--- src/rtl/bcalc_pkg.sv ---
// Shared constants for the binary calculator engine: ALU opcodes, command
// modes, FSM state encoding, flag bit positions and the frame width helper.
// Optional feature macro used by this slice: BCALC_PARITY_EN.
package bcalc_pkg;

    // ALU opcodes (codes C..F are undefined and yield Result=0, Flags=Z)
    localparam logic [3:0] OP_ADD  = 4'h0;
    localparam logic [3:0] OP_SUB  = 4'h1;
    localparam logic [3:0] OP_MUL  = 4'h2;
    localparam logic [3:0] OP_AND  = 4'h3;
    localparam logic [3:0] OP_OR   = 4'h4;
    localparam logic [3:0] OP_XOR  = 4'h5;
    localparam logic [3:0] OP_NOT  = 4'h6;
    localparam logic [3:0] OP_SHL  = 4'h7;
    localparam logic [3:0] OP_SHR  = 4'h8;
    localparam logic [3:0] OP_ROL  = 4'h9;
    localparam logic [3:0] OP_ROR  = 4'hA;
    localparam logic [3:0] OP_PASS = 4'hB;

    // Command modes
    localparam logic [1:0] MODE_TX    = 2'd0;
    localparam logic [1:0] MODE_STORE = 2'd1;
    localparam logic [1:0] MODE_LOAD  = 2'd2;
    localparam logic [1:0] MODE_RSVD  = 2'd3;

    // FSM state encoding
    localparam logic [2:0] ST_IDLE  = 3'd0;
    localparam logic [2:0] ST_EXEC  = 3'd1;
    localparam logic [2:0] ST_LOAD  = 3'd2;
    localparam logic [2:0] ST_STORE = 3'd3;
    localparam logic [2:0] ST_SHIFT = 3'd4;
    localparam logic [2:0] ST_DONE  = 3'd5;
    localparam logic [2:0] ST_ERR   = 3'd6;

    // Flag nibble bit positions
    localparam int FLAG_Z = 0;
    localparam int FLAG_C = 1;
    localparam int FLAG_N = 2;
    localparam int FLAG_V = 3;

    // Frame = {Flags[3:0], Sel[3:0], Result, InB, InA}
    function automatic int frame_w(input int w);
        return 3 * w + 8;
    endfunction

endpackage

--- src/rtl/bcalc_serializer.sv ---
// LSB-first serial transmitter with programmable bit clock. Each bit lasts
// 2*(div+1) clocks, clk_tx high for the first half. With BCALC_PARITY_EN
// defined an even-parity bit is appended after the frame.
module bcalc_serializer
#(
    parameter int FW = 32
) (
    input  logic          clk,
    input  logic          reset_n,
    input  logic          load,
    input  logic [FW-1:0] frame,
    input  logic [15:0]   div,
    output logic          busy,
    output logic          done,
    output logic          clk_tx,
    output logic          dout_valid,
    output logic          data_out
);

`ifdef BCALC_PARITY_EN
    localparam int NB = FW + 1;
`else
    localparam int NB = FW;
`endif
    localparam int CW = $clog2(NB);
    localparam logic [CW-1:0] LAST_BIT = CW'(NB - 1);

    // Even parity: the returned bit makes the total number of ones even
    function automatic logic even_parity(input logic [FW-1:0] v);
        return ^v;
    endfunction

    logic [NB-1:0] shreg_q, shreg_d;
    logic [CW-1:0] bit_q, bit_d;
    logic [16:0]   cnt_q, cnt_d;
    logic          start_q, start_d;
    logic          active_q, active_d;
    logic          clk_tx_q, clk_tx_d;
    logic          dout_valid_q, dout_valid_d;
    logic          data_out_q, data_out_d;
    logic          done_q, done_d;
    logic [16:0]   half_end_s;
    logic [16:0]   bit_end_s;

    assign half_end_s = {1'b0, div};
    assign bit_end_s  = {div, 1'b1};

    // Next-state logic: load, first-bit launch, half-period and bit-period steps
    always_comb begin
        shreg_d      = shreg_q;
        bit_d        = bit_q;
        cnt_d        = cnt_q;
        start_d      = 1'b0;
        active_d     = active_q;
        clk_tx_d     = clk_tx_q;
        dout_valid_d = dout_valid_q;
        data_out_d   = data_out_q;
        done_d       = 1'b0;
        if (load) begin
`ifdef BCALC_PARITY_EN
            shreg_d = {even_parity(frame), frame};
`else
            shreg_d = frame;
`endif
            start_d      = 1'b1;
            active_d     = 1'b1;
            bit_d        = '0;
            cnt_d        = 17'd0;
            clk_tx_d     = 1'b0;
            dout_valid_d = 1'b0;
            data_out_d   = 1'b0;
        end else if (start_q) begin
            clk_tx_d     = 1'b1;
            dout_valid_d = 1'b1;
            data_out_d   = shreg_q[0];
            cnt_d        = 17'd0;
        end else if (active_q) begin
            if (cnt_q == half_end_s) begin
                clk_tx_d = 1'b0;
                cnt_d    = cnt_q + 17'd1;
            end else if (cnt_q == bit_end_s) begin
                cnt_d = 17'd0;
                if (bit_q == LAST_BIT) begin
                    active_d     = 1'b0;
                    clk_tx_d     = 1'b0;
                    dout_valid_d = 1'b0;
                    data_out_d   = 1'b0;
                    done_d       = 1'b1;
                end else begin
                    bit_d      = bit_q + {{(CW-1){1'b0}}, 1'b1};
                    shreg_d    = shreg_q >> 1;
                    data_out_d = shreg_q[1];
                    clk_tx_d   = 1'b1;
                end
            end else begin
                cnt_d = cnt_q + 17'd1;
            end
        end else begin
            active_d = 1'b0;
        end
    end

    // State registers with synchronous active-low reset
    always_ff @(posedge clk) begin
        if (!reset_n) begin
            shreg_q      <= '0;
            bit_q        <= '0;
            cnt_q        <= 17'd0;
            start_q      <= 1'b0;
            active_q     <= 1'b0;
            clk_tx_q     <= 1'b0;
            dout_valid_q <= 1'b0;
            data_out_q   <= 1'b0;
            done_q       <= 1'b0;
        end else begin
            shreg_q      <= shreg_d;
            bit_q        <= bit_d;
            cnt_q        <= cnt_d;
            start_q      <= start_d;
            active_q     <= active_d;
            clk_tx_q     <= clk_tx_d;
            dout_valid_q <= dout_valid_d;
            data_out_q   <= data_out_d;
            done_q       <= done_d;
        end
    end

    assign busy       = active_q;
    assign done       = done_q;
    assign clk_tx     = clk_tx_q;
    assign dout_valid = dout_valid_q;
    assign data_out   = data_out_q;

endmodule

--- src/rtl/bcalc_engine.sv ---
// Binary calculator engine: command handshake, registered ALU, DEPTH-entry
// frame store and serial transmitter. Optional macro: BCALC_PARITY_EN
// (handled inside bcalc_serializer).
module bcalc_engine
    import bcalc_pkg::*;
#(
    parameter  int W           = 8,
    parameter  int DEPTH       = 16,
    parameter  int DEFAULT_DIV = 1,
    localparam int AW          = (DEPTH > 1) ? $clog2(DEPTH) : 1
) (
    input  logic          Clk,
    input  logic          Reset,
    input  logic          CmdValid,
    output logic          CmdReady,
    input  logic [1:0]    CmdMode,
    input  logic [AW-1:0] CmdAddr,
    input  logic [3:0]    Sel,
    input  logic [W-1:0]  InA,
    input  logic [W-1:0]  InB,
    input  logic          CfgValid,
    input  logic [15:0]   CfgDiv,
    output logic          Busy,
    output logic          Done,
    output logic          Err,
    output logic          DoutValid,
    output logic          DataOut,
    output logic          ClkTx
);

    localparam int FW   = frame_w(W);
    localparam int AMAX = 1 << AW;
    // One bit per addressable slot: set where the address lies inside DEPTH
    localparam logic [AMAX-1:0] RANGE_MASK = {AMAX{1'b1}} >> (AMAX - DEPTH);

    logic [2:0]      state_q, state_d;
    logic [W-1:0]    a_q, a_d, b_q, b_d, res_q, res_d;
    logic [3:0]      sel_q, sel_d, flags_q, flags_d;
    logic [1:0]      mode_q, mode_d;
    logic [AW-1:0]   addr_q, addr_d;
    logic [15:0]     div_q, div_d;
    logic [AMAX-1:0] valid_q, valid_d;
    logic            cmd_ready_q, cmd_ready_d;
    logic            busy_q, busy_d;
    logic            done_q, done_d;
    logic            err_q, err_d;
    logic [FW-1:0]   mem_q [AMAX];

    logic [W-1:0]    alu_res_s;
    logic            alu_c_s, alu_v_s;
    logic [3:0]      alu_flags_s;
    logic [FW-1:0]   frame_s;
    logic [FW-1:0]   ser_frame_s;
    logic            ser_load_s, ser_busy_s, ser_done_s;
    logic            mem_we_s, addr_ok_s;

    assign frame_s   = {flags_q, sel_q, res_q, b_q, a_q};
    assign addr_ok_s = RANGE_MASK[addr_q];

    // ALU on the command-port operands; the result is captured at accept
    always_comb begin
        alu_res_s   = '0;
        alu_c_s     = 1'b0;
        alu_v_s     = 1'b0;
        alu_flags_s = 4'b0000;
        case (Sel)
            OP_ADD: begin
                {alu_c_s, alu_res_s} = {1'b0, InA} + {1'b0, InB};
                alu_v_s = (InA[W-1] == InB[W-1]) && (alu_res_s[W-1] != InA[W-1]);
            end
            OP_SUB: begin
                {alu_c_s, alu_res_s} = {1'b0, InA} - {1'b0, InB};
                alu_v_s = (InA[W-1] != InB[W-1]) && (alu_res_s[W-1] != InA[W-1]);
            end
            OP_MUL:  alu_res_s = InA * InB;
            OP_AND:  alu_res_s = InA & InB;
            OP_OR:   alu_res_s = InA | InB;
            OP_XOR:  alu_res_s = InA ^ InB;
            OP_NOT:  alu_res_s = ~InA;
            OP_SHL: begin
                alu_res_s = {InA[W-2:0], 1'b0};
                alu_c_s   = InA[W-1];
            end
            OP_SHR: begin
                alu_res_s = {1'b0, InA[W-1:1]};
                alu_c_s   = InA[0];
            end
            OP_ROL:  alu_res_s = {InA[W-2:0], InA[W-1]};
            OP_ROR:  alu_res_s = {InA[0], InA[W-1:1]};
            OP_PASS: alu_res_s = InA;
            default: alu_res_s = '0;
        endcase
        if (Sel > OP_PASS) begin
            alu_flags_s = 4'b0001;
        end else begin
            alu_flags_s[FLAG_Z] = (alu_res_s == '0);
            alu_flags_s[FLAG_C] = alu_c_s;
            alu_flags_s[FLAG_N] = alu_res_s[W-1];
            alu_flags_s[FLAG_V] = alu_v_s;
        end
    end

    // Command FSM, config capture and store bookkeeping
    always_comb begin
        state_d     = state_q;
        a_d         = a_q;
        b_d         = b_q;
        res_d       = res_q;
        sel_d       = sel_q;
        flags_d     = flags_q;
        mode_d      = mode_q;
        addr_d      = addr_q;
        div_d       = div_q;
        valid_d     = valid_q;
        mem_we_s    = 1'b0;
        ser_load_s  = 1'b0;
        ser_frame_s = frame_s;
        case (state_q)
            ST_IDLE: begin
                if (CfgValid) begin
                    div_d = CfgDiv;
                end else begin
                    div_d = div_q;
                end
                if (CmdValid) begin
                    a_d     = InA;
                    b_d     = InB;
                    sel_d   = Sel;
                    res_d   = alu_res_s;
                    flags_d = alu_flags_s;
                    mode_d  = CmdMode;
                    addr_d  = CmdAddr;
                    case (CmdMode)
                        MODE_TX, MODE_STORE: state_d = ST_EXEC;
                        MODE_LOAD:           state_d = ST_LOAD;
                        default:             state_d = ST_ERR;
                    endcase
                end else begin
                    state_d = ST_IDLE;
                end
            end
            ST_EXEC: begin
                if (mode_q == MODE_TX) begin
                    ser_load_s = 1'b1;
                    state_d    = ST_SHIFT;
                end else if (addr_ok_s) begin
                    state_d = ST_STORE;
                end else begin
                    state_d = ST_ERR;
                end
            end
            ST_STORE: begin
                mem_we_s        = 1'b1;
                valid_d[addr_q] = 1'b1;
                state_d         = ST_DONE;
            end
            ST_LOAD: begin
                if (addr_ok_s && valid_q[addr_q]) begin
                    ser_frame_s = mem_q[addr_q];
                    ser_load_s  = 1'b1;
                    state_d     = ST_SHIFT;
                end else begin
                    state_d = ST_ERR;
                end
            end
            ST_SHIFT: begin
                if (ser_done_s && !ser_busy_s) begin
                    state_d = ST_DONE;
                end else begin
                    state_d = ST_SHIFT;
                end
            end
            ST_DONE: state_d = ST_IDLE;
            ST_ERR:  state_d = ST_IDLE;
            default: state_d = ST_IDLE;
        endcase
        cmd_ready_d = (state_d == ST_IDLE);
        busy_d      = (state_d != ST_IDLE);
        done_d      = (state_d == ST_DONE) || (state_d == ST_ERR);
        err_d       = (state_d == ST_ERR);
    end

    // Control and datapath registers; reset aborts any command in flight
    always_ff @(posedge Clk) begin
        if (!Reset) begin
            state_q     <= ST_IDLE;
            a_q         <= '0;
            b_q         <= '0;
            res_q       <= '0;
            sel_q       <= 4'h0;
            flags_q     <= 4'h0;
            mode_q      <= MODE_TX;
            addr_q      <= '0;
            div_q       <= 16'(DEFAULT_DIV);
            valid_q     <= '0;
            cmd_ready_q <= 1'b1;
            busy_q      <= 1'b0;
            done_q      <= 1'b0;
            err_q       <= 1'b0;
        end else begin
            state_q     <= state_d;
            a_q         <= a_d;
            b_q         <= b_d;
            res_q       <= res_d;
            sel_q       <= sel_d;
            flags_q     <= flags_d;
            mode_q      <= mode_d;
            addr_q      <= addr_d;
            div_q       <= div_d;
            valid_q     <= valid_d;
            cmd_ready_q <= cmd_ready_d;
            busy_q      <= busy_d;
            done_q      <= done_d;
            err_q       <= err_d;
        end
    end

    // Frame store array; contents are qualified by valid_q, so no reset
    always_ff @(posedge Clk) begin
        if (mem_we_s) begin
            mem_q[addr_q] <= frame_s;
        end
    end

    bcalc_serializer #(
        .FW (FW)
    ) u_ser (
        .clk        (Clk),
        .reset_n    (Reset),
        .load       (ser_load_s),
        .frame      (ser_frame_s),
        .div        (div_q),
        .busy       (ser_busy_s),
        .done       (ser_done_s),
        .clk_tx     (ClkTx),
        .dout_valid (DoutValid),
        .data_out   (DataOut)
    );

    assign CmdReady = cmd_ready_q;
    assign Busy     = busy_q;
    assign Done     = done_q;
    assign Err      = err_q;

endmodule

--- config.mk ---
export PLATFORM = sky130hd
export DESIGN_NAME = bcalc_engine
export DESIGN_NICKNAME = d
export VERILOG_FILES = /design/src/rtl/bcalc_pkg.sv /design/src/rtl/bcalc_serializer.sv /design/src/rtl/bcalc_engine.sv
export SDC_FILE = /design/constraint.sdc
export NUM_CORES = 1
export LEC_CHECK = 0
export CAP_MARGIN = 20
export CELL_PAD_IN_SITES_DETAIL_PLACEMENT = 0
export CELL_PAD_IN_SITES_GLOBAL_PLACEMENT = 2
export CORE_MARGIN = 1.5
export CORE_UTILIZATION = 25
export CTS_CLUSTER_DIAMETER = 150
export DETAILED_ROUTE_END_ITERATION = 10
export PLACE_DENSITY_LB_ADDON = 0.1
export SETUP_SLACK_MARGIN = 0.2
export SLEW_MARGIN = 20
export SYNTH_ARGS = -nofsm -noshare
export SYNTH_HDL_FRONTEND = slang
export SYNTH_SLANG_ARGS = --single-unit
--- constraint.sdc ---
create_clock -name Clk -period 8.35 [get_ports Clk]
set_input_delay 2.505 -clock Clk [delete_from_list [all_inputs] [get_ports Clk]]
set_output_delay 2.505 -clock Clk [all_outputs]
set_load 0.01 [all_outputs]
# Yosys cells after proc, flatten, opt, wreduce, memory -nomap -nowiden
# Memories as Yosys holds them, arrays and structs flattened. A register that Yosys moved wholly into a read port is not among the register bits.
# Index checks and enable logic that the tools add are counted.
dict set report totals {
  register_bits 137
  mem_bits_rw 512
  romBits 16
  in_bits 46
  mem_count 2
}
dict set report classes {
  addsub 4
  n_mul 1
  magnitude_cmp 3
  n_eq_ne 30
  mux 58
  bitwise 11
  reduce_logical 31
}
# memory depth width read_ports rd_clocked_by_memory_dff write_ports line_no
set mem_list {}
lappend mem_list {mem_q 16 32 1 1 1 bcalc_engine.sv:47} ;# logic [FW-1:0] mem_q [AMAX];
lappend mem_list {{(no name shown)} 16 1 1 1 0 bcalc_engine.sv:58} ;# assign addr_ok_s = RANGE_MASK[addr_q];
# operator n
set ops {}
lappend ops {{2-to-1 mux 32 bit} 8}
lappend ops {{one-hot mux 8 bit (12 select lines)} 1}
lappend ops {{2-to-1 mux 17 bit} 2}
lappend ops {{2-to-1 mux 1 bit} 31}
lappend ops {{2-to-1 mux 4 bit} 5}
lappend ops {{adder 17 x 1 -> 17 bit, second input constant} 1}
lappend ops {{equality test 17 x 16 -> 1 bit} 1}
lappend ops {{equality test 17 bit} 1}
lappend ops {{equality test 4 x 3 -> 1 bit, second input constant} 4}
lappend ops {{equality test 4 bit, second input constant} 4}
lappend ops {{OR 16 bit} 1}
lappend ops {{one-hot mux 3 bit (5 select lines)} 1}
lappend ops {{AND reduction 5 bit} 2}
lappend ops {{nonzero test 2 bit} 5}
lappend ops {{adder 8 x 8 -> 9 bit} 1}
lappend ops {{equality test 3 bit, second input constant} 3}
lappend ops {{2-to-1 mux 3 bit} 3}
lappend ops {{subtractor 8 x 8 -> 9 bit} 1}
lappend ops {{bitwise AND 8 bit} 1}
lappend ops {{equality test 4 x 2 -> 1 bit, second input constant} 2}
lappend ops {{logical NOT 8 bit} 1}
lappend ops {{multiplier 8 x 8 -> 8 bit} 1}
lappend ops {{NOT 8 bit} 1}
lappend ops {{OR 8 bit} 1}
lappend ops {{35 further kinds} 56}

# Logic depth before layout (Yosys ltp)
# Gate-level depths: netlist (run 1).
dict set report logic_depth {
  word_depth 7
  mapped_depth 18
  ltp_nobuf 17
}

# Hierarchy
# A second synthesis (run 1) with hierarchy kept.
dict set report unflattened {
  cells_unflattened 1837
  hier_area_um2 28496.1
}
# mod instances cells_each area_each_um2
set by_module_without_submodules {}
lappend by_module_without_submodules {bcalc_engine 1 1456 25050.3}
lappend by_module_without_submodules {bcalc_serializer 1 381 3445.8}

# Least setup slack after synthesis (run 1)
# No wires, ideal clock.
dict set report synth_path {
  path_type {in2reg}
  start {input port InA[1]}
  end {register flags_q[0]}
  setup_time_ns 0.123
  t_arrival_ns 6.261
  t_required_ns 8.227
  path_slack_ns 1.967
  stages 15
  path_buffers 1
  path_cell_list {clkbuf_1 > nand2_1 > fa_1 > fa_1 > inv_1 > fa_1 > inv_1 > fa_1 > xor2_1 > xnor3_1 > xnor3_1 > xnor3_1 > o211ai_1 > o21ai_0 > a21boi_0}
}
dict set report synth_via {
  elab_chain_len 4
  word_cells_on_any_way 10
  cone_classes {add/sub (2); mul (1); mux (2); bitwise (4); reduce/logical (1)}
}
# item line_no
set synth_rtl {}
lappend synth_rtl {{start, declared} bcalc_engine.sv:19} ;# input logic [W-1:0] InA,
lappend synth_rtl {{multiplier 8 x 8 -> 8 bit (tied with other cells)} bcalc_engine.sv:75} ;# OP_MUL: alu_res_s = InA * InB;
lappend synth_rtl {{one-hot mux 8 bit (12 select lines) *} bcalc_engine.sv:66} ;# case (Sel)
lappend synth_rtl {{logical NOT 8 bit *} bcalc_engine.sv:96} ;# alu_flags_s[FLAG_Z] = (alu_res_s == '0);
lappend synth_rtl {{2-to-1 mux 4 bit *} bcalc_engine.sv:93} ;# if (Sel > OP_PASS) begin
lappend synth_rtl {{end signal, assigned} bcalc_engine.sv:206} ;# flags_q <= flags_d;
lappend synth_rtl {{end, declared} bcalc_engine.sv:38} ;# logic [3:0] sel_q, sel_d, flags_q, flags_d;
# Every way passes the cells marked *; elsewhere a longest branch is shown, timed or not.
# A chain may end at the register's enable or synchronous reset.

# Worst setup path after layout (run 1)
dict set report layout_path {
  start {input port InA[3]}
  end {register flags_q[0]}
}
# Same word-level chain as after synthesis.

==> out/summary.txt, run 1 <==
STATUS
-------------------------------------------------------------------------------------------
Run status                                                                     finished, final reports clean

FLOORPLAN
-------------------------------------------------------------------------------------------
Die outline height                                                                   337 um
Die Span X                                                                           337 um
Die area                                                                         114000 um2
Number of standard-cell rows in the floorplan                                           122
Number of top-level pins                                                                 53
Std-Cell Core Area                                                               111000 um2
Starting utilization of the core area                                                 0.252

ROUTE
-------------------------------------------------------------------------------------------
Via count                                                                             15900
TritonRoute pass-1 iters                                                                  4
Number of design-rule violations left by the first detailed-router iteration            875
Final WL                                                                           86600 um
Number of vias per cell                                                                4.64
Total DRC errors in the routed layout                                                     0
Detail Route Antenna Nets                                                                 0
Routed wire per std cell                                                            25.3 um

PLACE
-------------------------------------------------------------------------------------------
HPWL Detailed                                                                      49300 um
Input/output buffers                                                                     52
RD Place Congestion                                                                   0.765
Post-DP Area                                                                      30300 um2
Post-Place Worst Slack                                                             0.877 ns

CTS
-------------------------------------------------------------------------------------------
Number of gates resized after cts                                                         0
Longest Clk Path Bufs                                                                     3
Clock-pin slew on the worst setup and hold paths                                    0.05 ns
Number of clock sinks seen by CTS                                                       653
Hold_buf cts                                                                              0
CTS tree                                                                               done
Number of H-tree branching levels                                                         3
Later-pin clock latency in the skew report                                          0.64 ns
Post-CTS setup repair buffer count                                                        0
CTS root buffer                                                                sky130_fd_sc_hd__clkbuf_16
Number of CTS-inserted buffers                                                           78

STA
-------------------------------------------------------------------------------------------
Final worst slack                                                                   1.47 ns
Shortest period the worst path allows                                               6.88 ns
RSZ-0062 raised after global routing                                                     no
Final cycle utilization of the critical path                                          0.824
Measured slew at the worst slew-check pin                                           1.02 ns
Max Transition Viols Final                                                                0
Setup clock skew after layout                                                     0.0190 ns
Setup TNS                                                                              0 ns
Peak Freq                                                                           145 MHz
Setup-violating endpoint count in the final report                                        0
Final Hold Viols                                                                          0
Worst-case headroom to the max-slew limit                                             0.321

CRITICAL PATH
-------------------------------------------------------------------------------------------
Number of cells on the worst reg-to-reg path                                              7
Crit path kind                                                                 input port to flop
Startpoint kind of the worst setup timing path                                   input port
Worst reg2reg setup slack                                                           4.68 ns
End of the worst register-to-register path                                     u_ser.shreg_q[31]
Most repeated library cell on the critical path                                sky130_fd_sc_hd__fa_1
Slowest cell on the critical path                                              sky130_fd_sc_hd__clkdlybuf4s50_1
Delay of the slowest cell on the worst path                                         0.82 ns
Required @ worst endpoint                                                           8.91 ns
Arrival time at the worst endpoint                                                  7.44 ns
Peak fanout along the critical path                                                       9
Capturing element type of the critical path                                            flop
Cells traversed along the worst timing path                                    clkdlybuf4s50_1 > nand2_1 > fa_1 > fa_1 > inv_1 > fa_1 > inv_1 > fa_1 > xor2_1 > xnor3_1 > xnor3_1 > xnor3_1 > o211ai_1 > o21ai_0 > a21boi_0

POWER AND IR DROP
-------------------------------------------------------------------------------------------
Worst IR drop on VDD                                                               0.119 mV
Power density normalized to cell area                                            238 nW/um2
Leakage power summed over all cells                                               0.0107 uW

SYNTH
-------------------------------------------------------------------------------------------
Mean Syn Cell Area                                                                 15.5 um2
Warning count from the yosys run                                                          0
Prevailing post-synth register cell                                            sky130_fd_sc_hd__edfxtp_1
Area of the mapped netlist                                                        27900 um2
Synthesized flop and latch total                                                        653
Synth Net Count                                                                        1909
EDFF count, synth                                                                       512
Share of flip-flops with an asynchronous set or reset                                     0
Cells after synthesis                                                                  1806
Sequential cell area fraction in the yosys report                                     0.651
Distinct cells, synth                                                                    67

CELLS AND AREA
-------------------------------------------------------------------------------------------
Layout fillers                                                                        11200
Most used cells in the layout excluding fill and tap cells                     512 x sky130_fd_sc_hd__edfxtp_1, 164 x sky130_fd_sc_hd__mux4_2, 163 x sky130_fd_sc_hd__nand2_1
Final standard cell area without fillers                                          32800 um2
Antenna diode count                                                                       0
Sequential cell area                                                              18200 um2
Fraction of layout cells with a size suffix above 1                                   0.191
Area growth from synthesis to layout                                                  17.4%
Area of the multi-input gates                                                      9180 um2
Most common cell after layout, fill and taps aside                             sky130_fd_sc_hd__edfxtp_1
Nets@finish                                                                            1971

HOLD PATH
-------------------------------------------------------------------------------------------
Endpoint of the worst hold path                                                u_ser.bit_q[4]
Path category of the worst min-delay check                                     flop to flop
Start point of the worst hold path                                             u_ser.bit_q[4]
Hold path cells                                                                           2

GRT
-------------------------------------------------------------------------------------------
First-pass GRT wire length                                                        125000 um
Initial antenna violation count                                                           5
All-layer global routing usage                                                        0.155
Pin count of the biggest net entering global routing                                     83
Total global routing overflow                                                             0
Vias in the first global route                                                        17000

RUN
-------------------------------------------------------------------------------------------
Number of violations of the max-capacitance limit                                         0

flip-flops by register name, summed over array words and instances (netlist names), 2 cells and up, named ones only:
register / flops
div_q: 16
u_ser.bit_q: 5
mode_q: 2
a_q: 8
mem_q: 512
sel_q: 4
state_q: 3
valid_q: 16
flags_q: 4
res_q: 8
b_q: 8
addr_q: 4
u_ser.shreg_q: 32
u_ser.cnt_q: 17
cell families (layout without fill, tap and decap cells):
group           Yosys count  count (layout)  synth area share
buf+inv                 169             293            0.0246
mux                     208             208             0.149
fa+ha+maj                57              57            0.0293
simple gates            431             431            0.0691
xor+xnor                 67              67            0.0225
flops                   653             653             0.651
compound gates          221             221            0.0542
layer usage:
metal | routed length (um) | GRT usage | up-vias | part of all wire
met3 | 2990 | 0.0223 | 109 | 0.035
met1 | 39200 | 0.205 | 8425 | 0.45
li1 | - | - | 7050 | -
met5 | 43 | 0 | - | 0.00050
met4 | 1810 | 0.0434 | 6 | 0.021
met2 | 42500 | 0.263 | 272 | 0.49
synthesized netlist by cell type, types with 18 or more instances:
| library cell | instances | share of area |
|---|---|---|
| sky130_fd_sc_hd__nor3_1 | 21 | 0.0038 |
| sky130_fd_sc_hd__xnor2_1 | 37 | 0.012 |
| sky130_fd_sc_hd__nand2_1 | 165 | 0.022 |
| sky130_fd_sc_hd__ha_1 | 43 | 0.019 |
| sky130_fd_sc_hd__a21oi_1 | 76 | 0.014 |
| sky130_fd_sc_hd__clkbuf_1 | 80 | 0.011 |
| sky130_fd_sc_hd__a211o_1 | 31 | 0.0097 |
| sky130_fd_sc_hd__mux4_2 | 164 | 0.13 |
| sky130_fd_sc_hd__edfxtp_1 | 512 | 0.55 |
| sky130_fd_sc_hd__o21ai_0 | 22 | 0.0039 |
| sky130_fd_sc_hd__mux2i_1 | 40 | 0.014 |
| sky130_fd_sc_hd__a21oi_2 | 24 | 0.0075 |
| sky130_fd_sc_hd__nor2_1 | 135 | 0.018 |
| sky130_fd_sc_hd__dfxtp_1 | 141 | 0.10 |
| sky130_fd_sc_hd__nand3_1 | 23 | 0.0041 |
| sky130_fd_sc_hd__xor2_1 | 27 | 0.0085 |
| sky130_fd_sc_hd__inv_1 | 59 | 0.0079 |
| sky130_fd_sc_hd__nand4_1 | 18 | 0.0040 |
layout make-up:
type / instances / share of cell area
Inverter: 59 / 0.00683
Multi-Input combinational cell: 984 / 0.280
Sequential cell: 653 / 0.555
Timing Repair Buffer: 92 / 0.0254
Clock inverter: 31 / 0.00961
Clock buffer: 111 / 0.0667
Tap cell: 1488 / 0.0567
worst max-delay path by stage:
stage | startpoint | endpoint | slack (ns) | depth (start not counted)
after detailed placement | InA[3] | flags_q[0] | 0.88 | 15
after global placement | InA[3] | flags_q[0] | 0.84 | 15
after floorplan | InA[1] | flags_q[0] | 1.97 | 15
final | InA[3] | flags_q[0] | 1.47 | 15
after CTS | InA[3] | flags_q[0] | 1.50 | 15
after global routing | InA[3] | flags_q[0] | 1.22 | 15
report_power, final:
part / internal, uW / switching, uW / total (uW)
clock network: 1980 / 1360 / 3340
logic: 332 / 407 / 739
registers: 3590 / 145 / 3740
total: 5910 / 1910 / 7820
through the flow:
| stage | utilization | cells | total power (uW) | hold slack [ns] |
|---|---|---|---|---|
| 2_1_floorplan | - | 1806 | 4250 | 0.432 |
| 3_3_place_gp | 0.273 | 3276 | 4570 | 0.441 |
| 3_5_place_dp | 0.273 | 3276 | 4570 | 0.449 |
| 4_1_cts | 0.296 | 3418 | 7950 | 0.458 |
| 5_1_grt | 0.296 | 3418 | 8120 | 0.475 |
| 6_report | 0.296 | 3418 | 7820 | 0.456 |
critical path: cells and delay by family:
kind | cells | cell delay, ns
and+or+nand+nor | 1 | 0.15
adders and majority gates | 4 | 1.91
AOI/OAI and AO/OA | 3 | 0.60
xor gates and xnor gates | 4 | 1.32
buffers and inverters | 3 | 0.94
(Power assumes the default switching activity.)
==> inputs of run 2 (changes only) <==
- clock period: 8.35 -> 5.67 ns (I/O delays scaled with it)
==> out/summary.txt, run 2 (same netlist as run 1, synthesis figures left out) <==
POWER AND IR DROP
-------------------------------------------------------------------------------------------
Design internal power                                                               8620 uW
Net switching power                                                                 2800 uW
Sequential group share of total power                                                 0.478
Share of total power in combinational logic                                           0.102
Net switching share of the total power                                                0.245
Share of total power in the clock network                                             0.419
Leakage power summed over all cells                                               0.0110 uW
Worst IR drop on VDD                                                               0.189 mV
Power density normalized to cell area                                            344 nW/um2

ROUTE
-------------------------------------------------------------------------------------------
Routed wire per std cell                                                            25.1 um
Number of design-rule violations left by the first detailed-router iteration           1083
Via count                                                                             16000
Final WL                                                                           86900 um
Number of vias per cell                                                                4.62
Detail Route met2 WL                                                               41000 um
Total DRC errors in the routed layout                                                     0
TritonRoute pass-1 iters                                                                  5
DRT met1 WL                                                                        40300 um
Detail Route Antenna Nets                                                                 0
Uppermost layer routed                                                                 met5
Total met3 wirelength after detailed routing                                        3870 um

FLOORPLAN
-------------------------------------------------------------------------------------------
Std-Cell Core Area                                                               111000 um2
Die Span X                                                                           337 um
Number of top-level pins                                                                 53
Starting utilization of the core area                                                 0.252
Number of standard-cell rows in the floorplan                                           122
Die outline height                                                                   337 um
Die area                                                                         114000 um2

PLACE
-------------------------------------------------------------------------------------------
Input/output buffers                                                                     52
Placed Cells incl. Taps                                                                3323
HPWL Detailed                                                                      50600 um
Post-DP Area                                                                      30700 um2
RD Place Congestion                                                                   0.772

STA
-------------------------------------------------------------------------------------------
Max Transition Viols Final                                                                0
Setup-violating endpoint count in the final report                                        0
Setup clock skew after layout                                                     0.0263 ns
Final cycle utilization of the critical path                                          0.928
Worst hold-check slack                                                             0.454 ns
Measured slew at the worst slew-check pin                                           1.08 ns
RSZ-0062 raised after global routing                                                     no
Peak Freq                                                                           190 MHz
Final Hold Viols                                                                          0
Setup TNS                                                                              0 ns
Worst-case headroom to the max-slew limit                                             0.279
Shortest period the worst path allows                                               5.26 ns

GRT
-------------------------------------------------------------------------------------------
Pin count of the biggest net entering global routing                                    129
All-layer global routing usage                                                        0.155
First-pass GRT wire length                                                        126000 um
Total global routing overflow                                                             0
Initial antenna violation count                                                           3
Vias in the first global route                                                        17100

CRITICAL PATH
-------------------------------------------------------------------------------------------
Capturing element type of the critical path                                            flop
Arrival time at the worst endpoint                                                  5.78 ns
Required @ worst endpoint                                                           6.18 ns
Worst reg2reg setup slack                                                           2.23 ns
End of the worst register-to-register path                                     u_ser.shreg_q[2]
Number of buffer and inverter instances along the worst setup path                        3
Kind of cell adding the most delay to the critical path                         adder cells
Most repeated library cell on the critical path                                sky130_fd_sc_hd__fa_1
Delay of the slowest cell on the worst path                                         0.53 ns
Worst r2r src                                                                     addr_q[0]
Peak fanout along the critical path                                                       3
Startpoint kind of the worst setup timing path                                   input port
Number of cells on the worst reg-to-reg path                                              8
Cells traversed along the worst timing path                                    clkdlybuf4s50_1 > nand2_1 > fa_1 > fa_1 > inv_1 > fa_1 > inv_1 > fa_2 > xor2_2 > xnor3_1 > xnor3_2 > xnor3_1 > o211ai_1 > o21ai_2 > a21boi_1
Slowest cell on the critical path                                              sky130_fd_sc_hd__fa_1
Critical path depth in cells                                                             15
Launching instance or port of the critical path                                      InB[2]
Crit path kind                                                                 input port to flop

HOLD PATH
-------------------------------------------------------------------------------------------
Path category of the worst min-delay check                                     flop to flop
Endpoint of the worst hold path                                                u_ser.shreg_q[14]
Hold path cells                                                                           2
Start point of the worst hold path                                             u_ser.shreg_q[14]

CELLS AND AREA
-------------------------------------------------------------------------------------------
Area growth from synthesis to layout                                                  18.8%
Largest registers ranked by flip-flop count                                    mem_q: 512 flops, u_ser.shreg_q: 32 flops, u_ser.cnt_q: 17 flops
Top reg by flops                                                                      mem_q
Antenna diode count                                                                       0
Fraction of layout cells with a size suffix above 1                                   0.212
Layout fillers                                                                        11200
Post-layout util                                                                      0.300
Most used cells in the layout excluding fill and tap cells                     512 x sky130_fd_sc_hd__edfxtp_1, 164 x sky130_fd_sc_hd__mux4_2, 163 x sky130_fd_sc_hd__nand2_1
Final standard cell area without fillers                                          33200 um2
Most common cell after layout, fill and taps aside                             sky130_fd_sc_hd__edfxtp_1
Number of flip-flops in the largest register                                            512
Nets@finish                                                                            2018
Filler-free cell count of the finished design                                          3463

CTS
-------------------------------------------------------------------------------------------
Longest Clk Path Bufs                                                                     3
Later-pin clock latency in the skew report                                          0.64 ns
CTS root buffer                                                                sky130_fd_sc_hd__clkbuf_16
Number of clock sinks seen by CTS                                                       653
Number of CTS-inserted buffers                                                           78
Number of H-tree branching levels                                                         3
Clock-pin slew on the worst setup and hold paths                                    0.06 ns
Hold_buf cts                                                                              0
CTS tree                                                                               done

RUN
-------------------------------------------------------------------------------------------
Number of violations of the max-capacitance limit                                         0

STATUS
-------------------------------------------------------------------------------------------
Run status                                                                     finished, final reports clean

## run 2: routing by layer
layer	track usage	vias to the layer above
met2	0.254	322
met1	0.210	8419
met4	0.0425	4
met5	0	-
li1	-	7142
met3	0.0283	105
## run 2: worst min-delay path, delay by kind of cell, from the launching register on
kind,cells,cell delay (ns)
flip-flops,1,0.31
AND/OR/NAND/NOR,1,0.05
AO/OA/AOI/OAI,1,0.05
## run 2: repair_timing
| item | in CTS | in global routing |
|---|---|---|
| pin swaps | 2 | 5 |
| setup buffers | 0 | 0 |
| gates resized for setup | 1 | 9 |
| hold endpoints to repair | 0 | 0 |
| endpoints found under the setup margin | 3 | 5 |
## run 2: cell type report
class / instances / area (um2) / share of cell area
sequential: 653 / 18200 / 0.548
multi-input combinational: 984 / 9210 / 0.277
clock buffer: 108 / 2140 / 0.0643
tap: 1488 / 1860 / 0.0561
timing repair buffer: 139 / 1280 / 0.0385
clock inverter: 32 / 284 / 0.00855
inverter: 59 / 224 / 0.00675
## run 2: how the worst max path moves through the flow
stage	to	slack (ns)
floorplan	flags_q[0]	0.20
detailed placement	flags_q[0]	-0.53
CTS	res_q[5]	0.27
global placement	flags_q[0]	-0.56
global route	flags_q[0]	0.22
finish	flags_q[0]	0.41
## run 2: per-stage QoR
stage                     power, uW  setup WS (ns)
after floorplan                6250          0.200
after global placement         6760         -0.560
after detailed placement       6750         -0.532
after global routing          11900          0.219
final                         11400          0.407
after CTS                     11600          0.265
## run 2: power by group through the flow
stage | Sequential [uW] | Combinational (uW) | Clock, uW
global route | 5480 | 1280 | 5140
finish | 5460 | 1170 | 4790
detailed placement | 5570 | 1190 | 0
global placement | 5560 | 1200 | 0
CTS | 5470 | 1190 | 4960
floorplan | 5470 | 780 | 0
==> inputs of run 3 (changes only) <==
- CORE_MARGIN: 1.5 -> default
==> out/summary.txt, run 3 (same netlist as run 1, synthesis figures left out) <==
CRITICAL PATH
-------------------------------------------------------------------------------------------
Worst r2r src                                                                     addr_q[0]
Number of buffer and inverter instances along the worst setup path                        4
Required @ worst endpoint                                                           6.21 ns
Peak fanout along the critical path                                                       3
Kind of cell adding the most delay to the critical path                         adder cells
Worst reg2reg setup slack                                                           2.10 ns
Capturing element type of the critical path                                            flop
Cells traversed along the worst timing path                                    clkdlybuf4s50_1 > buf_4 > ha_2 > fa_1 > ha_4 > fa_1 > inv_1 > fa_1 > inv_1 > ha_4 > a21bo_2 > a32o_1 > o21ai_1 > o211ai_1 > nand4b_1 > a21boi_1
Crit path kind                                                                 input port to flop
Arrival time at the worst endpoint                                                  5.81 ns
Most repeated library cell on the critical path                                sky130_fd_sc_hd__fa_1
Startpoint kind of the worst setup timing path                                   input port
Number of cells on the worst reg-to-reg path                                              7
Critical path depth in cells                                                             16
Delay of the slowest cell on the worst path                                         0.57 ns
Slowest cell on the critical path                                              sky130_fd_sc_hd__fa_1
Launching instance or port of the critical path                                      InA[3]
End of the worst register-to-register path                                     u_ser.shreg_q[28]

HOLD PATH
-------------------------------------------------------------------------------------------
Start point of the worst hold path                                             u_ser.shreg_q[13]
Path category of the worst min-delay check                                     flop to flop
Endpoint of the worst hold path                                                u_ser.shreg_q[13]
Hold path cells                                                                           2

STA
-------------------------------------------------------------------------------------------
Shortest period the worst path allows                                               5.28 ns
Setup clock skew after layout                                                     0.0242 ns
RSZ-0062 raised after global routing                                                     no
Final cycle utilization of the critical path                                          0.930
Worst-case headroom to the max-slew limit                                             0.291
Worst hold-check slack                                                             0.453 ns
Max Transition Viols Final                                                                0
Measured slew at the worst slew-check pin                                           1.06 ns
Peak Freq                                                                           190 MHz
Setup-violating endpoint count in the final report                                        0
Final Hold Viols                                                                          0

ROUTE
-------------------------------------------------------------------------------------------
Number of design-rule violations left by the first detailed-router iteration           1111
Detail Route Antenna Nets                                                                 0
Routed wire per std cell                                                            24.8 um
Total DRC errors in the routed layout                                                     0
Number of vias per cell                                                                4.60
TritonRoute pass-1 iters                                                                  5
Final WL                                                                           85900 um
Via count                                                                             15900

CELLS AND AREA
-------------------------------------------------------------------------------------------
Layout fillers                                                                        11200
Most used cells in the layout excluding fill and tap cells                     512 x sky130_fd_sc_hd__edfxtp_1, 164 x sky130_fd_sc_hd__mux4_2, 163 x sky130_fd_sc_hd__nand2_1
Nets@finish                                                                            2015
Area of the multi-input gates                                                      9250 um2
Fraction of layout cells with a size suffix above 1                                   0.213
Antenna diode count                                                                       0
Largest registers ranked by flip-flop count                                    mem_q: 512 flops, u_ser.shreg_q: 32 flops, u_ser.cnt_q: 17 flops
Sequential cell area                                                              18200 um2
Top reg by flops                                                                      mem_q
Area growth from synthesis to layout                                                  18.5%
Filler-free cell count of the finished design                                          3462
Number of flip-flops in the largest register                                            512
Most common cell after layout, fill and taps aside                             sky130_fd_sc_hd__edfxtp_1

PLACE
-------------------------------------------------------------------------------------------
RD Place Congestion                                                                   0.761
Input/output buffers                                                                     52
Placed Cells incl. Taps                                                                3321
HPWL Detailed                                                                      51100 um

POWER AND IR DROP
-------------------------------------------------------------------------------------------
Leakage power summed over all cells                                               0.0109 uW
Worst IR drop on VDD                                                               0.210 mV
Overall power consumption                                                          11200 uW
Power density normalized to cell area                                            339 nW/um2

FLOORPLAN
-------------------------------------------------------------------------------------------
Number of standard-cell rows in the floorplan                                           122
Std-Cell Core Area                                                               111000 um2
Die area                                                                         113000 um2
Number of top-level pins                                                                 53
Starting utilization of the core area                                                 0.252
Die outline height                                                                   336 um
Die Span X                                                                           336 um

CTS
-------------------------------------------------------------------------------------------
Longest Clk Path Bufs                                                                     3
Number of H-tree branching levels                                                         3
Number of CTS-inserted buffers                                                           75
Later-pin clock latency in the skew report                                          0.62 ns
CTS root buffer                                                                sky130_fd_sc_hd__clkbuf_16
Clock-pin slew on the worst setup and hold paths                                    0.06 ns
CTS tree                                                                               done
Number of clock sinks seen by CTS                                                       653

GRT
-------------------------------------------------------------------------------------------
All-layer global routing usage                                                        0.154
Vias in the first global route                                                        16900
Total global routing overflow                                                             0
Initial antenna violation count                                                           2
First-pass GRT wire length                                                        125000 um
Pin count of the biggest net entering global routing                                     68

STATUS
-------------------------------------------------------------------------------------------
Run status                                                                     finished, final reports clean

RUN
-------------------------------------------------------------------------------------------
Number of violations of the max-capacitance limit                                         0

run 3: changes by cell type in the layout (fill, tap and decap cells not counted), sizes merged:
| cell | previous run | this run |
|---|---|---|
| dlymetal6s2s | 0 | 2 |
| bufinv | 4 | 2 |
| clkbuf | 108 | 104 |
| clkdlybuf4s50 | 52 | 50 |
| inv | 62 | 61 |
| clkinv | 24 | 29 |
| clkinvlp | 1 | 2 |
run 3: repair_timing:
| action | 4_1_cts | 5_1_grt |
|---|---|---|
| gates resized for setup | 1 | 20 |
| hold buffers | 0 | 0 |
| pin swaps | 5 | 5 |
| setup buffers | 0 | 2 |
| setup endpoints to repair | 3 | 5 |
| endpoints found under the hold margin | 0 | 0 |
run 3: routing by layer:
layer	wire length, um	vias up	share of wire	track usage
li1	-	7144	-	-
met1	40200	8405	0.47	0.212
met2	41500	282	0.48	0.256
met3	2770	93	0.032	0.0221
met4	1370	2	0.016	0.0347
met5	11	-	0.00013	0
run 3: area by class of cell:
type	count	area share
well taps	1488	0.0562
multi-input cells	984	0.279
flip-flops and latches	653	0.550
inverters	59	0.00676
clock buffers	104	0.0618
clock inverters	35	0.00775
repair buffers	139	0.0381
run 3: how the worst max path moves through the flow:
stage	to	slack, ns
floorplan	flags_q[0]	0.20
global placement	flags_q[0]	-0.55
detailed placement	flags_q[0]	-0.61
CTS	flags_q[0]	0.20
global route	flags_q[0]	0.18
finish	flags_q[0]	0.39
run 3: power by group:
part           total [uW]  internal, uW  leakage (uW)  switching (uW)
Clock                4570          2630       0.00113            1950
Sequential           5500          5290       0.00594             217
Combinational        1150           527       0.00384             620
run 3: through the flow:
stage                     setup TNS, ns  cell area [um2]   util  worst slack (ns)
after floorplan                       0            27900      -             0.200
after global placement            -2.12            30700  0.277            -0.551
after detailed placement          -2.43            30700  0.277            -0.611
after CTS                             0            33000  0.298             0.202
after global routing                  0            33100  0.299             0.180
final                                 0            33100  0.299             0.395
run 3: worst reg2reg max path: cells and delay by family, from the launching register on:
kind               cells  cell delay, ns
and+or+nand+nor        2            1.26
AOI/OAI and AO/OA      2            0.36
DFF                    1            0.79
muxes                  3            1.05
==> edit 1: new RTL, flow settings as in run 2 <==
Add a define of `BCALC_PARITY_EN`.
--- a/src/rtl/bcalc_serializer.sv
+++ b/src/rtl/bcalc_serializer.sv
@@ -1,6 +1,8 @@
 // LSB-first serial transmitter with programmable bit clock. Each bit lasts
 // 2*(div+1) clocks, clk_tx high for the first half. With BCALC_PARITY_EN
 // defined an even-parity bit is appended after the frame.
+`define BCALC_PARITY_EN
+
 module bcalc_serializer
 #(
     parameter int FW = 32
Formal check against the unedited RTL: same outputs for any inputs over 4 cycles, from zero or initial values and one cycle with Reset low; that may be too few to reach the edited logic, so the function may still have changed.
==> edit 1 against run 2 <==
- combinational power up 28%
- sequential cell count grew 2
- clock skew up 4.8 ps
- routed wire length rose by 3.3%
- core utilization grew 0.091 points
- power rose by 4.8%
- via count is 2.5% higher
- sequential share of layout area shrank 1.0 points
- setup slack worse by 55 ps
- area after synthesis grew 1.9%
- design area is 2.1% higher
- non-clock buffer count rose by 19
==> edit 1: results (changes against run 2) <==
stage	metric	value	unit	change
power_and_ir_drop	Clock Power	4.98	mW	was 4.79 mW
layout	Filler cells	11262		was 11,152
layout	Seq cells	655		was 653
power_and_ir_drop	Internal	8.875	mW	was 8.623 mW
layout	FF/Latch Area	18250	µm²	was 18,210 µm²
routing	DR pass1 iterations	5		unchanged
global_route	met1 usage	0.2152		was 0.2103
global_route	met3 usage	0.02195		was 0.02828
global_route	M2 GR Usage	0.2553		was 0.2542
global_route	GRT Total Usage	0.1550		was 0.1552
power_and_ir_drop	Reg power frac	0.458		was 0.478
status	status	finished, final reports clean		unchanged
sta	Worst Skew	31.18	ps	was 26.34 ps
routing	Routed WL	89.75	mm	was 86.92 mm
layout	NonClk Buf Share	0.04030		was 0.03855
yosys	top cells by area, synth	edfxtp_1, mux4_2, dfxtp_1, nand2_1, mux2i_1		was edfxtp_1, mux4_2, dfxtp_1, nand2_1, ha_1
place	DP HPWL	55.60	mm	was 50.63 mm
place	GP Congestion	0.7616		was 0.7715
global_route	first-pass GRT wire length	128.6	mm	was 125.5 mm
yosys	Synth top cells by count	edfxtp_1, nand2_1, dfxtp_1		was edfxtp_1, nand2_1, mux4_2
routing	DR vias/cell	4.561		was 4.618
yosys	unique cell type count in the Yosys netlist	65		was 67
power_and_ir_drop	leakage power	11.41	nW	was 10.95 nW
setup_path	Arrival @ worst endpoint	5840	ps	was 5780 ps
layout	layout cells sized above 1	0.1863		was 0.2122
layout	multi-input combinational area share	0.2845		was 0.2773
place	placement-stage cell area	31350	µm²	was 30,750 µm²
layout	Final Util	0.3005		was 0.2996
layout	invs w/o clock	60		was 59
routing	DR WL met2	42.79	mm	was 41.00 mm
global_route	largest net degree at the start of global routing	84		was 129
yosys	post-synth net total	2007		was 1,909
layout	Non-clock buffers	158		was 139
power_and_ir_drop	VDD IR max	229.8	µV	was 188.7 µV
routing	WL met1	42.38	mm	was 40.32 mm
layout	comb_multi_in	1078		was 984
power_and_ir_drop	PwrDens	353.2	nW/µm²	was 344.1 nW/µm²
cts	Post-CTS Resized	0		was 1
layout	Total Nets Final	2134		was 2,018
place	post-placement cell count	3451		was 3,323
layout	Layout clock area frac	0.07499		was 0.07288
sta	Hold Fails Final Rpt	0		unchanged
layout	layout clock buffer count	99		was 108
yosys	Seq/Total Area, Yosys	0.6404		was 0.6511
layout	Synth-to-Final Area Change	19.04	%	was 18.81%
place	pre-CTS WS	-407.7	ps	was -531.5 ps
routing	DR iter-0 viols	1071		was 1,083
routing	DR vias	16389		was 15,992
layout	top flop regs	mem_q x512, u_ser.shreg_q x33, u_ser.cnt_q x17		was mem_q x512, u_ser.shreg_q x32, u_ser.cnt_q x17
yosys	syn avg cell area	14.96	µm²	was 15.47 µm²
sta	part of the cycle the worst path needs	0.9380		was 0.9283
routing	routed wl met3	3.045	mm	was 3.874 mm
global_route	vias in the first global route	17187		was 17,098
global_route	antenna violations before repair	1		was 3
power_and_ir_drop	Net Switching	3.098	mW	was 2.801 mW
routing	highest metal used	met4		was met5
==> edit 1: cell count changes after synthesis, moves of 30 or more <==
cell and change:
and3_1 +30, a21oi_1 -45, nand2_1 +59, a211o_1 -31
mux2i_1 +34, a21boi_0 +32, a22oi_1 +51, nor2_1 -41
==> edit 1: cells by family (layout without fill, tap and decap cells) <==
family	after synthesis	in the layout	synth area share
AOI/OAI and AO/OA	233	233	0.05812
buffers and inverters	171	360	0.02636
adders and majority gates	57	57	0.02873
and+or+nand+nor	450	450	0.07100
muxes	215	215	0.1371
xor gates and xnor gates	123	123	0.03831
DFF	655	655	0.6404
==> edit 1: final timing paths <==
path,depth (start not counted),startpoint,slack (ps),endpoint
hold reg to reg,1,valid_q[12],460,valid_q[12]
hold / removal,1,valid_q[12],460,valid_q[12]
setup / recovery,17,InB[2],350,flags_q[2]
setup reg to reg,10,addr_q[1],1510,u_ser.cnt_q[16]
==> edit 2: new RTL, config.mk and constraints of run 2 <==
Without the edit above. Remove the case item `OP_MUL` of the case on `Sel`.
--- a/src/rtl/bcalc_engine.sv
+++ b/src/rtl/bcalc_engine.sv
@@ -72,7 +72,6 @@
                 {alu_c_s, alu_res_s} = {1'b0, InA} - {1'b0, InB};
                 alu_v_s = (InA[W-1] != InB[W-1]) && (alu_res_s[W-1] != InA[W-1]);
             end
-            OP_MUL:  alu_res_s = InA * InB;
             OP_AND:  alu_res_s = InA & InB;
             OP_OR:   alu_res_s = InA | InB;
             OP_XOR:  alu_res_s = InA ^ InB;
Function: same outputs for any inputs over 4 cycles, from zero or initial values and one cycle with Reset low; that may be too few to reach the edited logic, so the function may still have changed.
==> edit 2 against run 2 <==
- clock skew down 2.3 ps
- setup slack better by 1200 ps
- core utilization down 0.40 points
- routed wire length down 1.6%
- sequential cell count unchanged
- non-clock buffer count down 38
- global-route usage about the same
- design area down 4.7%
- cell count down 4.4%
- area after synthesis down 3.4%
- critical path depth down 5
- power down 3.6%
- critical path type unchanged
- critical endpoint unchanged
- largest power group unchanged
- highest routed layer unchanged
==> edit 2: results (changes against run 2) <==
stage	metric	value	unit	change
setup_path	r2r startpoint	u_ser.cnt_q[1]		was addr_q[0]
routing	DR iter-0 viols	1174		was 1,083
yosys	Synth top cells by count	edfxtp_1, nand2_1, dfxtp_1		was edfxtp_1, nand2_1, mux4_2
routing	WL/cell	25.84	µm	was 25.10 µm
setup_path	worst r2r dst	u_ser.shreg_q[28]		was u_ser.shreg_q[2]
setup_path	CP Max Fanout	9		was 3
cts	clk slew on worst S/H paths	60	ps	about the same
place	placement-stage cell area	29350	µm²	was 30,750 µm²
sta	Worst Skew	24.01	ps	was 26.34 ps
yosys	top cells by area, synth	edfxtp_1, mux4_2, dfxtp_1, nand2_1, nand3_1		was edfxtp_1, mux4_2, dfxtp_1, nand2_1, ha_1
min_path	Hold Path Origin	u_ser.shreg_q[15]		was u_ser.shreg_q[14]
yosys	unique cell type count in the Yosys netlist	72		was 67
global_route	GRT Total Usage	0.1555		was 0.1552
routing	DR vias	15770		was 15,992
yosys	Syn Inst Count	1783		was 1,806
cts	CTS Buf Count	75		was 78
cts	Clock Latency Late Sink	620	ps	was 640 ps
setup_path	Arrival @ worst endpoint	4590	ps	was 5780 ps
layout	Total Nets Final	1922		was 2,018
layout	Filler cells	10685		was 11,152
power_and_ir_drop	VDD IR max	188.6	µV	was 188.7 µV
layout	number of diodes	0		unchanged
place	DP HPWL	49.06	mm	was 50.63 mm
sta	Slew @ Worst Pin	1096	ps	was 1079 ps
setup_path	CP max stage delay	750	ps	was 530 ps
status	status	finished, final reports clean		unchanged
yosys	yosys warns	0		unchanged
global_route	largest net degree at the start of global routing	62		was 129
setup_path	internal reg-to-reg setup slack	2290	ps	was 2230 ps
place	GP Congestion	0.7784		was 0.7715
setup_path	delay-heaviest family, CP	buffers and inverters		was adder cells
min_path	end of the worst hold path	u_ser.shreg_q[15]		was u_ser.shreg_q[14]
layout	layout cells sized above 1	0.1688		was 0.2122
yosys	Seq/Total Area, Yosys	0.6742		was 0.6511
cts	Post-CTS Resized	0		was 1
place	IO buf count	52		unchanged
setup_path	R2R cell count	7		was 8
setup_path	Crit-path slowest cell	clkdlybuf4s50_1		was fa_1
global_route	first-pass GRT wire length	123.1	mm	was 125.5 mm
global_route	vias in the first global route	16539		was 17,098
power_and_ir_drop	leakage power	10.05	nW	was 10.95 nW
cts	CTS max path bufs	3		unchanged
==> edit 2: changes by cell type in the layout (fill, tap and decap cells not counted), moves of 25 or more <==
cell             run 2  this run
buf_4               79        46
nand2_1            163       216
a21oi_2             25         0
a211o_1             31         1
mux4_2             164       133
nor2_1             123        39
a21oi_1             75        32
nand3_1             23       109
a21boi_1             1        30
inv_1               58        28
a21boi_0             0        43
a22oi_1              3        67
mux2i_1             40         2
==> edit 2: power by group <==
part / internal (mW) / switching [mW]
clock network: 2.65 / 1.95
registers: 5.29 / 0.226
logic: 0.365 / 0.535
==> edit 2: cells by family (layout without fill, tap and decap cells) <==
group           after synthesis  count (layout)  synth area share
mux                         138             138            0.1130
flops                       653             653            0.6742
compound gates              280             280           0.07537
fa+ha+maj                    29              29           0.01400
buf+inv                     143             268           0.02281
simple gates                488             488           0.08381
xor+xnor                     52              52           0.01687
==> edit 2: layout make-up <==
cell class / instances / area share
clock buffers: 111 / 0.06452
flip-flops and latches: 653 / 0.5752
clock inverters: 27 / 0.008184
well taps: 1403 / 0.05547
inverters: 29 / 0.003440
repair buffers: 101 / 0.02981
multi-input cells: 987 / 0.2633
==> edit 2: through the flow <==
stage | hold WS, ps | std cells | setup WS, ps | power, mW | util
CTS | 451.9 | 3311 | 1647 | 11.22 | 0.2956
finish | 449.7 | 3311 | 1575 | 11.02 | 0.2956
detailed placement | 445.0 | 3173 | 989.6 | 6.549 | 0.2741
global placement | 440.5 | 3171 | 964.7 | 6.545 | 0.2737
global route | 465.1 | 3311 | 1489 | 11.48 | 0.2956
floorplan | 427.6 | 1783 | 1706 | 6.094 | -
==> edit 2: layer usage <==
| metal | track usage | part of all wire |
|---|---|---|
| met1 | 0.2183 | 0.47 |
| met2 | 0.2521 | 0.47 |
| met3 | 0.02479 | 0.040 |
| met4 | 0.03422 | 0.014 |
| met5 | 0 | 0.00020 |
==> edit 2: worst max path at each step <==
stage          startpoint           to  slack (ps)  cells after the start
5_1_grt            InA[1]   flags_q[0]        1490                     10
3_3_place_gp       InA[1]   flags_q[0]         960                     10
2_1_floorplan  state_q[0]  mem_q[0][0]        1710                      5
3_5_place_dp       InA[1]   flags_q[0]         990                     10
6_report           InA[1]   flags_q[0]        1580                     10
4_1_cts            InA[1]   flags_q[0]        1650                     10
==> edit 2: worst register-to-register path, cell delays in order, from the launching register on <==
cell and delay, ps:
dfxtp_1 500, xor2_1 120, nor4_1 270, nand2_1 170, nor4_4 740, a211o_2 920
nand3_1 360, a21boi_1 230
